<file path="config.mk">
export PLATFORM = sky130hd
export DESIGN_NAME = register_scoreboard
export DESIGN_NICKNAME = d
export VERILOG_FILES = /design/src/rtl/register_scoreboard.sv
export SDC_FILE = /design/constraint.sdc
export NUM_CORES = 1
export LEC_CHECK = 0
export ABC_AREA = 1
export BUFFER_PORTS_ARGS = -buffer_cell sky130_fd_sc_hd__buf_2
export CORE_MARGIN = 5
export CORE_UTILIZATION = 61
export CTS_CLUSTER_SIZE = 16
export DETAILED_ROUTE_END_ITERATION = 16
export PLACE_DENSITY = 0.82
export SYNTH_ARGS = -nofsm -noshare
export SYNTH_HDL_FRONTEND = slang
export SYNTH_SLANG_ARGS = --single-unit
</file>
<file path="constraint.sdc">
create_clock -name clk -period 3.1 [get_ports clk]
set_input_delay 0.31 -clock clk [delete_from_list [all_inputs] [get_ports clk]]
set_output_delay 0.31 -clock clk [all_outputs]
set_load 0.01 [all_outputs]
</file>
<file path="src/rtl/register_scoreboard.sv">
// Per-register pending-write scoreboard between ID and WB, with ID stall generation.
// Optional stall-cycle performance counter enabled by SCOREBOARD_PERF_EN.
module register_scoreboard #(
    parameter int unsigned NUM_REGS     = 16,
    parameter int unsigned MAX_INFLIGHT = 4
) (
    input  logic                        clk,
    input  logic                        rst,
    input  logic                        issue_valid,
    input  logic                        issue_we,
    input  logic [$clog2(NUM_REGS)-1:0] issue_rd,
    input  logic                        retire_valid,
    input  logic                        retire_we,
    input  logic [$clog2(NUM_REGS)-1:0] retire_rd,
    input  logic                        flush,
    input  logic [$clog2(NUM_REGS)-1:0] rs1,
    input  logic [$clog2(NUM_REGS)-1:0] rs2,
    input  logic                        rs1_used,
    input  logic                        rs2_used,
    input  logic                        rs1_data_forwarded,
    input  logic                        rs2_data_forwarded,
    output logic                        stall_ID,
    output logic [NUM_REGS-1:0]         pending_mask,
    output logic                        underflow_err
`ifdef SCOREBOARD_PERF_EN
    ,
    output logic [31:0]                 stall_cycles
`endif
);

    localparam int unsigned CntW = $clog2(MAX_INFLIGHT + 1);
    localparam logic [CntW-1:0] MaxCnt = CntW'(MAX_INFLIGHT);

    logic [CntW-1:0]     count_q [NUM_REGS];
    logic [CntW-1:0]     count_d [NUM_REGS];
    logic [NUM_REGS-1:0] pending;
    logic [NUM_REGS-1:0] inc_vec;
    logic [NUM_REGS-1:0] dec_vec;

    logic issue_hit;
    logic issue_acc;
    logic retire_acc;
    logic haz1;
    logic haz2;
    logic full;
    logic underflow_q;
    logic underflow_d;

    always_comb begin
        for (int i = 0; i < NUM_REGS; i++) begin
            pending[i] = (count_q[i] != '0);
        end
    end

    assign pending_mask = pending;

    // Stall depends only on registered counts and issue/source inputs, never on retire.
    assign issue_hit = issue_valid & issue_we & (issue_rd != '0);
    assign full      = issue_hit & (count_q[issue_rd] == MaxCnt);
    assign haz1      = rs1_used & (rs1 != '0) & pending[rs1] & ~rs1_data_forwarded;
    assign haz2      = rs2_used & (rs2 != '0) & pending[rs2] & ~rs2_data_forwarded;
    assign stall_ID  = haz1 | haz2 | full;

    assign issue_acc  = issue_hit & ~stall_ID & ~flush;
    assign retire_acc = retire_valid & retire_we & (retire_rd != '0) & ~flush;

    always_comb begin
        inc_vec = '0;
        dec_vec = '0;
        if (issue_acc) begin
            inc_vec[issue_rd] = 1'b1;
        end
        if (retire_acc) begin
            dec_vec[retire_rd] = 1'b1;
        end
    end

    // Issue and retire to the same register in one cycle cancel out.
    always_comb begin
        for (int i = 0; i < NUM_REGS; i++) begin
            count_d[i] = count_q[i];
            if (flush) begin
                count_d[i] = '0;
            end else if (inc_vec[i] && !dec_vec[i] && (count_q[i] != MaxCnt)) begin
                count_d[i] = count_q[i] + CntW'(1);
            end else if (dec_vec[i] && !inc_vec[i] && (count_q[i] != '0)) begin
                count_d[i] = count_q[i] - CntW'(1);
            end
        end
        count_d[0] = '0;
    end

    assign underflow_d = underflow_q | (retire_acc & (count_q[retire_rd] == '0));

    always_ff @(posedge clk or posedge rst) begin
        if (rst) begin
            for (int i = 0; i < NUM_REGS; i++) begin
                count_q[i] <= '0;
            end
            underflow_q <= 1'b0;
        end else begin
            for (int i = 0; i < NUM_REGS; i++) begin
                count_q[i] <= count_d[i];
            end
            underflow_q <= underflow_d;
        end
    end

    assign underflow_err = underflow_q;

`ifdef SCOREBOARD_PERF_EN
    logic [31:0] stall_cycles_q;
    logic [31:0] stall_cycles_d;

    // Flush cycles are not charged as stalls; the counter wraps naturally.
    assign stall_cycles_d = stall_cycles_q + {31'b0, stall_ID & ~flush};

    always_ff @(posedge clk or posedge rst) begin
        if (rst) begin
            stall_cycles_q <= '0;
        end else begin
            stall_cycles_q <= stall_cycles_d;
        end
    end

    assign stall_cycles = stall_cycles_q;
`endif

endmodule

</file>
==> metrics.txt, run 1 <==
status complete, no violations; clk_skew 0.006995 ns; Die X 97.69 um; largest family of logic cells by synthesized area simple AND/OR/NAND/NOR gates; Cell Area, Synth 4691 um2; clock transition at the registers of the reported paths 0.09 ns; Final Hold Viols 0; initial core utilization 61.66%; Post-CTS Hold Buffers 0; Die Area 9543 um2; relative slew slack 31.95%; Cell Int Power 0.001016 W; clk_lat worst skew 0.31 ns; die height 97.69 um; EDFF count, synth 0; Area Overhead vs Synth 9.069%; non-filler cells, final 882; most frequent cells in the layout 195 x nand2_1, 137 x inv_1, 90 x nor2_1, 72 x nand3_1, 46 x dfrtp_1; DR DRC count 0; Crit Path Class reg2reg; most common cell after layout, fill and taps aside nand2_1; multi-input logic area 2892 um2; Synth Area in Adders 6.402%; Critical Path Sink Type flop; Setup Viol. Count Final 0; depth of the CTS H-tree 2; startpoint types flop; total number of vias 5009; Sink Count 46; Total Power 0.001660 W; fillers 672; Psw 0.0006443 W; layout cell share with drive strength beyond 1 14.10%; Core Region 7607 um2; Ys Warns 0; Leakage 2.691 nW; io pins 45; clock tree buffer depth 2; Post-Syn Instances 739; largest net degree at the start of global routing 55; Vias/cell 5.679; Worst EP required 3.30 ns; clock share of power 23.2%; number of global-route vias before repair 4820; sequential cell area 1151 um2; post-synthesis compound-gate area fraction 5.335%; Core Rows 32; GRT overflow 0; Simple-Gate Fraction of Synth Area 46.89%; synth unique cells 34; initial antenna violation count 0; fraction of registers with async set/reset 100.0%; mux share of post-synthesis cell area 0%; Inst Count DP 875; ant diodes 0; f_max 353.0 MHz; DR iter-0 viols 495; Tightest Hold Check Type in2async; Cell Pwr Density 324.5 nW/um2; most common flop cell mapped by yosys dfrtp_1; Worst EP arrival 3.04 ns; Max Cap Viol 0; Final Util 67.25%; ANT nets after route 0; Seq/Total Area, Yosys 24.54%; Slew Limit Fails 0; Final period util 91.38%; Peak supply drop 0.0002110 V; Seq pwr share 40.1%; #FFs+latches synth 46; Tmin final 2.833 ns; syn_nets 781; slew at the pin closest to its max-slew limit 1.021 ns; average wire per standard cell 14.71 um; Total Wirelength 12.97 mm; number of buffers created by CTS 5; GRT Resource Usage Total 28.01%; Nets 823; global-route wire length before repair 22.41 mm; crit path max fanout 20; power share of the combinational group 36.8%; Avg Synthesized Cell Area 6.347 um2; hpwl dp 10.06 mm; RSZ-0062 raised after global routing false; post-synthesis xor/xnor area fraction 2.801%; setup TNS 0 ns; router iterations before antenna repair 5; routability cong. 1.005; Clock Tree Root clkbuf_8; I/O Buffers 43; CTS tree yes; Sw Share 38.81%
==> repair_timing <==
item	CTS	global route
endpoints found under the setup margin	0	1
setup buffers	0	1
gates resized for setup	0	0
==> worst max-delay path, stage by stage, from the launching register on <==
cell and delay (ns):
dfrtp_1 0.40, nor2_1 0.39, nand3_1 0.14, nand2_1 0.09, o21ai_1 0.07, nor2_1 0.12, nand2_1 0.08, nand2_2 0.11
nor2_8 0.10, buf_12 0.18, nand4_1 0.10, inv_1 0.06, fa_1 0.38, xnor2_1 0.22, inv_1 0.06, nand2_1 0.07
nand2_1 0.05, nand2_1 0.06, nand2_1 0.04
==> metal layers <==
layer	wire length [um]	global-route usage [%]	share of wire, %	vias to the layer above
li1	-	-	-	2409
met1	5209	36.10	40	2310
met2	6319	48.44	49	245
met3	1009	3.589	7.8	45
met4	432	9.265	3.3	0
met5	0	0	0	-
==> cell families (layout without fill, tap and decap cells) <==
kind of cell,after synthesis,after routing
and+or+nand+nor,450,450
buffers and inverters,166,207
AOI/OAI and AO/OA,46,46
DFF,46,46
adders and majority gates,15,15
xor gates and xnor gates,15,15
other,1,1
==> power by group through the flow <==
| stage | Combinational, W | Clock, W | Sequential [W] |
|---|---|---|---|
| finish | 0.000610 | 0.000385 | 0.000665 |
| global route | 0.000685 | 0.000414 | 0.000670 |
| CTS | 0.000607 | 0.000387 | 0.000665 |
| detailed placement | 0.000604 | 0 | 0.000677 |
| global placement | 0.000584 | 0 | 0.000675 |
| floorplan | 0.000430 | 0 | 0.000669 |
==> cell usage after synthesis, types with 3 or more instances <==
cell type | n | area, um2
a21oi_1 | 21 | 105.1
xnor2_1 | 15 | 131.4
inv_1 | 138 | 518.0
o21ai_1 | 12 | 60.06
nor2_2 | 5 | 31.28
o21ai_0 | 3 | 15.01
dfrtp_1 | 46 | 1151
buf_2 | 4 | 20.02
nand3_2 | 9 | 90.09
nand2_2 | 9 | 56.30
nand4_1 | 44 | 275.3
buf_4 | 3 | 22.52
clkbuf_1 | 4 | 15.01
nand4_2 | 7 | 87.58
nor3_1 | 7 | 35.03
fa_1 | 15 | 300.3
nor2_1 | 90 | 337.8
nand3_1 | 72 | 360.4
o22ai_1 | 5 | 31.28
nand4_4 | 6 | 127.6
inv_2 | 10 | 37.54
nand2_1 | 195 | 732.0
buf_1 | 3 | 11.26
==> registers in the layout (all words and copies together), names as in the netlist <==
name           cells
underflow_err      1
count_q           45
==> worst paths after layout <==
path	startpoint	to	slack, ns	depth (start not counted)
min reg2reg	count_q[21]	count_q[21]	0.54	2
min in group clk	retire_rd[3]	underflow_err	0.49	4
max reg2reg	count_q[36]	count_q[38]	0.27	18
min	rst	count_q[40]	0.23	2
max in group asynchronous	rst	count_q[6]	2.23	2
max	count_q[36]	count_q[38]	0.27	18
==> through the flow <==
step	hold WS, ns	worst slack, ns	instance area (um2)
3_3_place_gp	0.4930	0.3734	5026
4_1_cts	0.2980	0.2802	5109
2_1_floorplan	0.4970	0.7152	4691
5_1_grt	0.3305	0.007394	5116
3_5_place_dp	0.4997	0.3019	5026
6_report	0.2299	0.2673	5116
==> cell type report <==
cell class	instances	share of cell area [%]
Sequential cell	46	22.50
Multi-Input combinational cell	527	56.52
Tap cell	102	2.494
Inverter	150	11.01
Timing Repair Buffer	51	5.869
Clock buffer	6	1.614
Note: power is estimated with default switching activity, not from simulation.
==> inputs of run 2 (changes only) <==
- CORE_UTILIZATION: 61 -> 55
- PLACE_DENSITY: 0.82 -> 0.83
- clock period: 3.1 -> 2.4 ns (I/O delays scaled with it)
==> metrics.txt, run 2 (synthesis results as in run 1) <==
Cell Pwr Density 391.2 nW/um2; ant diodes 0; Sw Share 38.19%; Seq pwr share 34.5%; status finished, violations left; Max Cap Viol 0; Die Area 10480 um2; ANT nets after route 0; Area Overhead vs Synth 35.26%; crit path max-delay cell type dfrtp_1; Clock Tree Root clkbuf_8; largest net degree at the start of global routing 55; register name with the most flops count_q; clock share of power 21.2%; DR iter-0 viols 360; Vias/cell 5.545; most common cell after layout, fill and taps aside nand2_1; Worst path most repeated cell nand2_1; DP Area 5748 um2; DR DRC count 0; Critical Path Sink Type flop; I/O Buffers 43; Crit Path Class reg2reg; GRT Resource Usage Total 30.63%; power share of the combinational group 44.3%; total number of vias 5539; violated checks negative setup slack; clk_skew 0.01259 ns; WHS 0.3903 ns; Cell Int Power 0.001534 W; number of flip-flops in the largest register 45; global-route wire length before repair 25.35 mm; sequential cell area 1152 um2; average wire per standard cell 15.62 um; Final Hold Viols 0; relative slew slack 60.93%; f_max 388.7 MHz; Die X 102.4 um; Finished Cell Area 6345 um2; Nets 935; hpwl dp 11.61 mm; most frequent cells in the layout 179 x nand2_1, 124 x inv_1, 110 x buf_4, 78 x nor2_1, 68 x nand3_1; io pins 45; clock transition at the registers of the reported paths 0.09 ns; CTS tree yes; Final period util 107.2%; router iterations before antenna repair 5; Slew Limit Fails 0; Core Rows 33; RSZ-0062 raised after global routing true; R2R Setup Slk -0.17 ns; fillers 624; number of buffers created by CTS 5; die height 102.4 um; initial antenna violation count 0; routability cong. 1.060; startpoint types flop; clock tree buffer depth 2; Worst EP required 2.61 ns; CP Cell Sequence nor2_1 -> nand2_1 -> o21ai_1 -> o21ai_1 -> nor2_1 -> nand2_1 -> nand2_2 -> nor2_8 -> buf_12 -> nand4_1 -> inv_1 -> fa_2 -> xnor2_2 -> inv_1 -> nand2_1 -> nand2_1 -> nand2_1 -> nand2_1; Psw 0.0009480 W; pre-CTS WS -0.3100 ns; Tmin final 2.573 ns; crit-path max cell delay 0.39 ns; multi-input logic area 3208 um2; layout cell share with drive strength beyond 1 33.89%; depth of the CTS H-tree 2; Core Region 8258 um2; slew at the pin closest to its max-slew limit 0.5860 ns; initial core utilization 56.80%; crit path max fanout 6; Peak supply drop 0.0002533 V; Final Worst Setup Slack -0.1728 ns; Worst EP arrival 2.78 ns; Setup Viol. Count Final 33; number of global-route vias before repair 5460; Sink Count 46; clk_lat worst skew 0.31 ns; setup TNS -2.609 ns; Tightest Hold Check Type in2reg; Leakage 3.347 nW; GRT overflow 0; Total Wirelength 15.60 mm
## run 2: changes by cell type in the layout (fill, tap and decap cells not counted), sizes merged
| cell | before | now |
|---|---|---|
| dlygate4sd3 | 0 | 1 |
| buf | 51 | 162 |
| clkinv | 2 | 3 |
| clkbuf | 6 | 7 |
## run 2: final timing paths
check	depth (start not counted)	end	start
setup / recovery	18	count_q[14]	count_q[43]
max in group asynchronous	4	count_q[23]	rst
hold / removal	4	underflow_err	retire_rd[3]
min in group asynchronous	4	count_q[20]	rst
setup reg to reg	18	count_q[14]	count_q[43]
hold reg to reg	1	underflow_err	underflow_err
## run 2: power by group through the flow
stage / logic, W / clock network [W] / registers (W)
3_5_place_dp: 0.000944 / 0 / 0.000866
4_1_cts: 0.00106 / 0.000536 / 0.000856
3_3_place_gp: 0.000912 / 0 / 0.000863
5_1_grt: 0.00120 / 0.000570 / 0.000863
2_1_floorplan: 0.000556 / 0 / 0.000864
6_report: 0.00110 / 0.000525 / 0.000856
## run 2: metrics by stage
step	utilization [%]	cells	power [W]
after floorplan	-	739	0.001420
after global placement	69.61	967	0.001776
after detailed placement	69.61	967	0.001811
after CTS	75.39	995	0.002446
after global routing	76.83	999	0.002636
final	76.83	999	0.002482
## run 2: metal layers
| layer | wire, um | track usage, % |
|---|---|---|
| met1 | 6137 | 38.38 |
| met3 | 1085 | 4.300 |
| met5 | 0 | 0 |
| met4 | 645 | 14.33 |
| met2 | 7733 | 52.07 |
## run 2: what timing repair did
item,4_1_cts,5_1_grt
gates resized for setup,65,29
endpoints found under the hold margin,46,0
setup buffers,19,7
hold buffers,1,0
pin swaps,37,29
setup endpoints to repair,30,45
## run 2: cell type report
| class | instances | area share [%] |
|---|---|---|
| clock buffers | 7 | 1.361 |
| clock inverters | 1 | 0.07888 |
| inverters | 150 | 8.874 |
| multi-input cells | 527 | 50.56 |
| flip-flops and latches | 46 | 18.16 |
| well taps | 105 | 2.071 |
| repair buffers | 163 | 18.89 |
## run 2: critical path: cells and delay by family, from the launching register on
| family | cells | cell delay [ns] |
|---|---|---|
| simple gates | 11 | 1.01 |
| flops | 1 | 0.39 |
| fa+ha+maj | 1 | 0.35 |
| buf+inv | 3 | 0.28 |
| compound gates | 2 | 0.26 |
| xor+xnor | 1 | 0.18 |
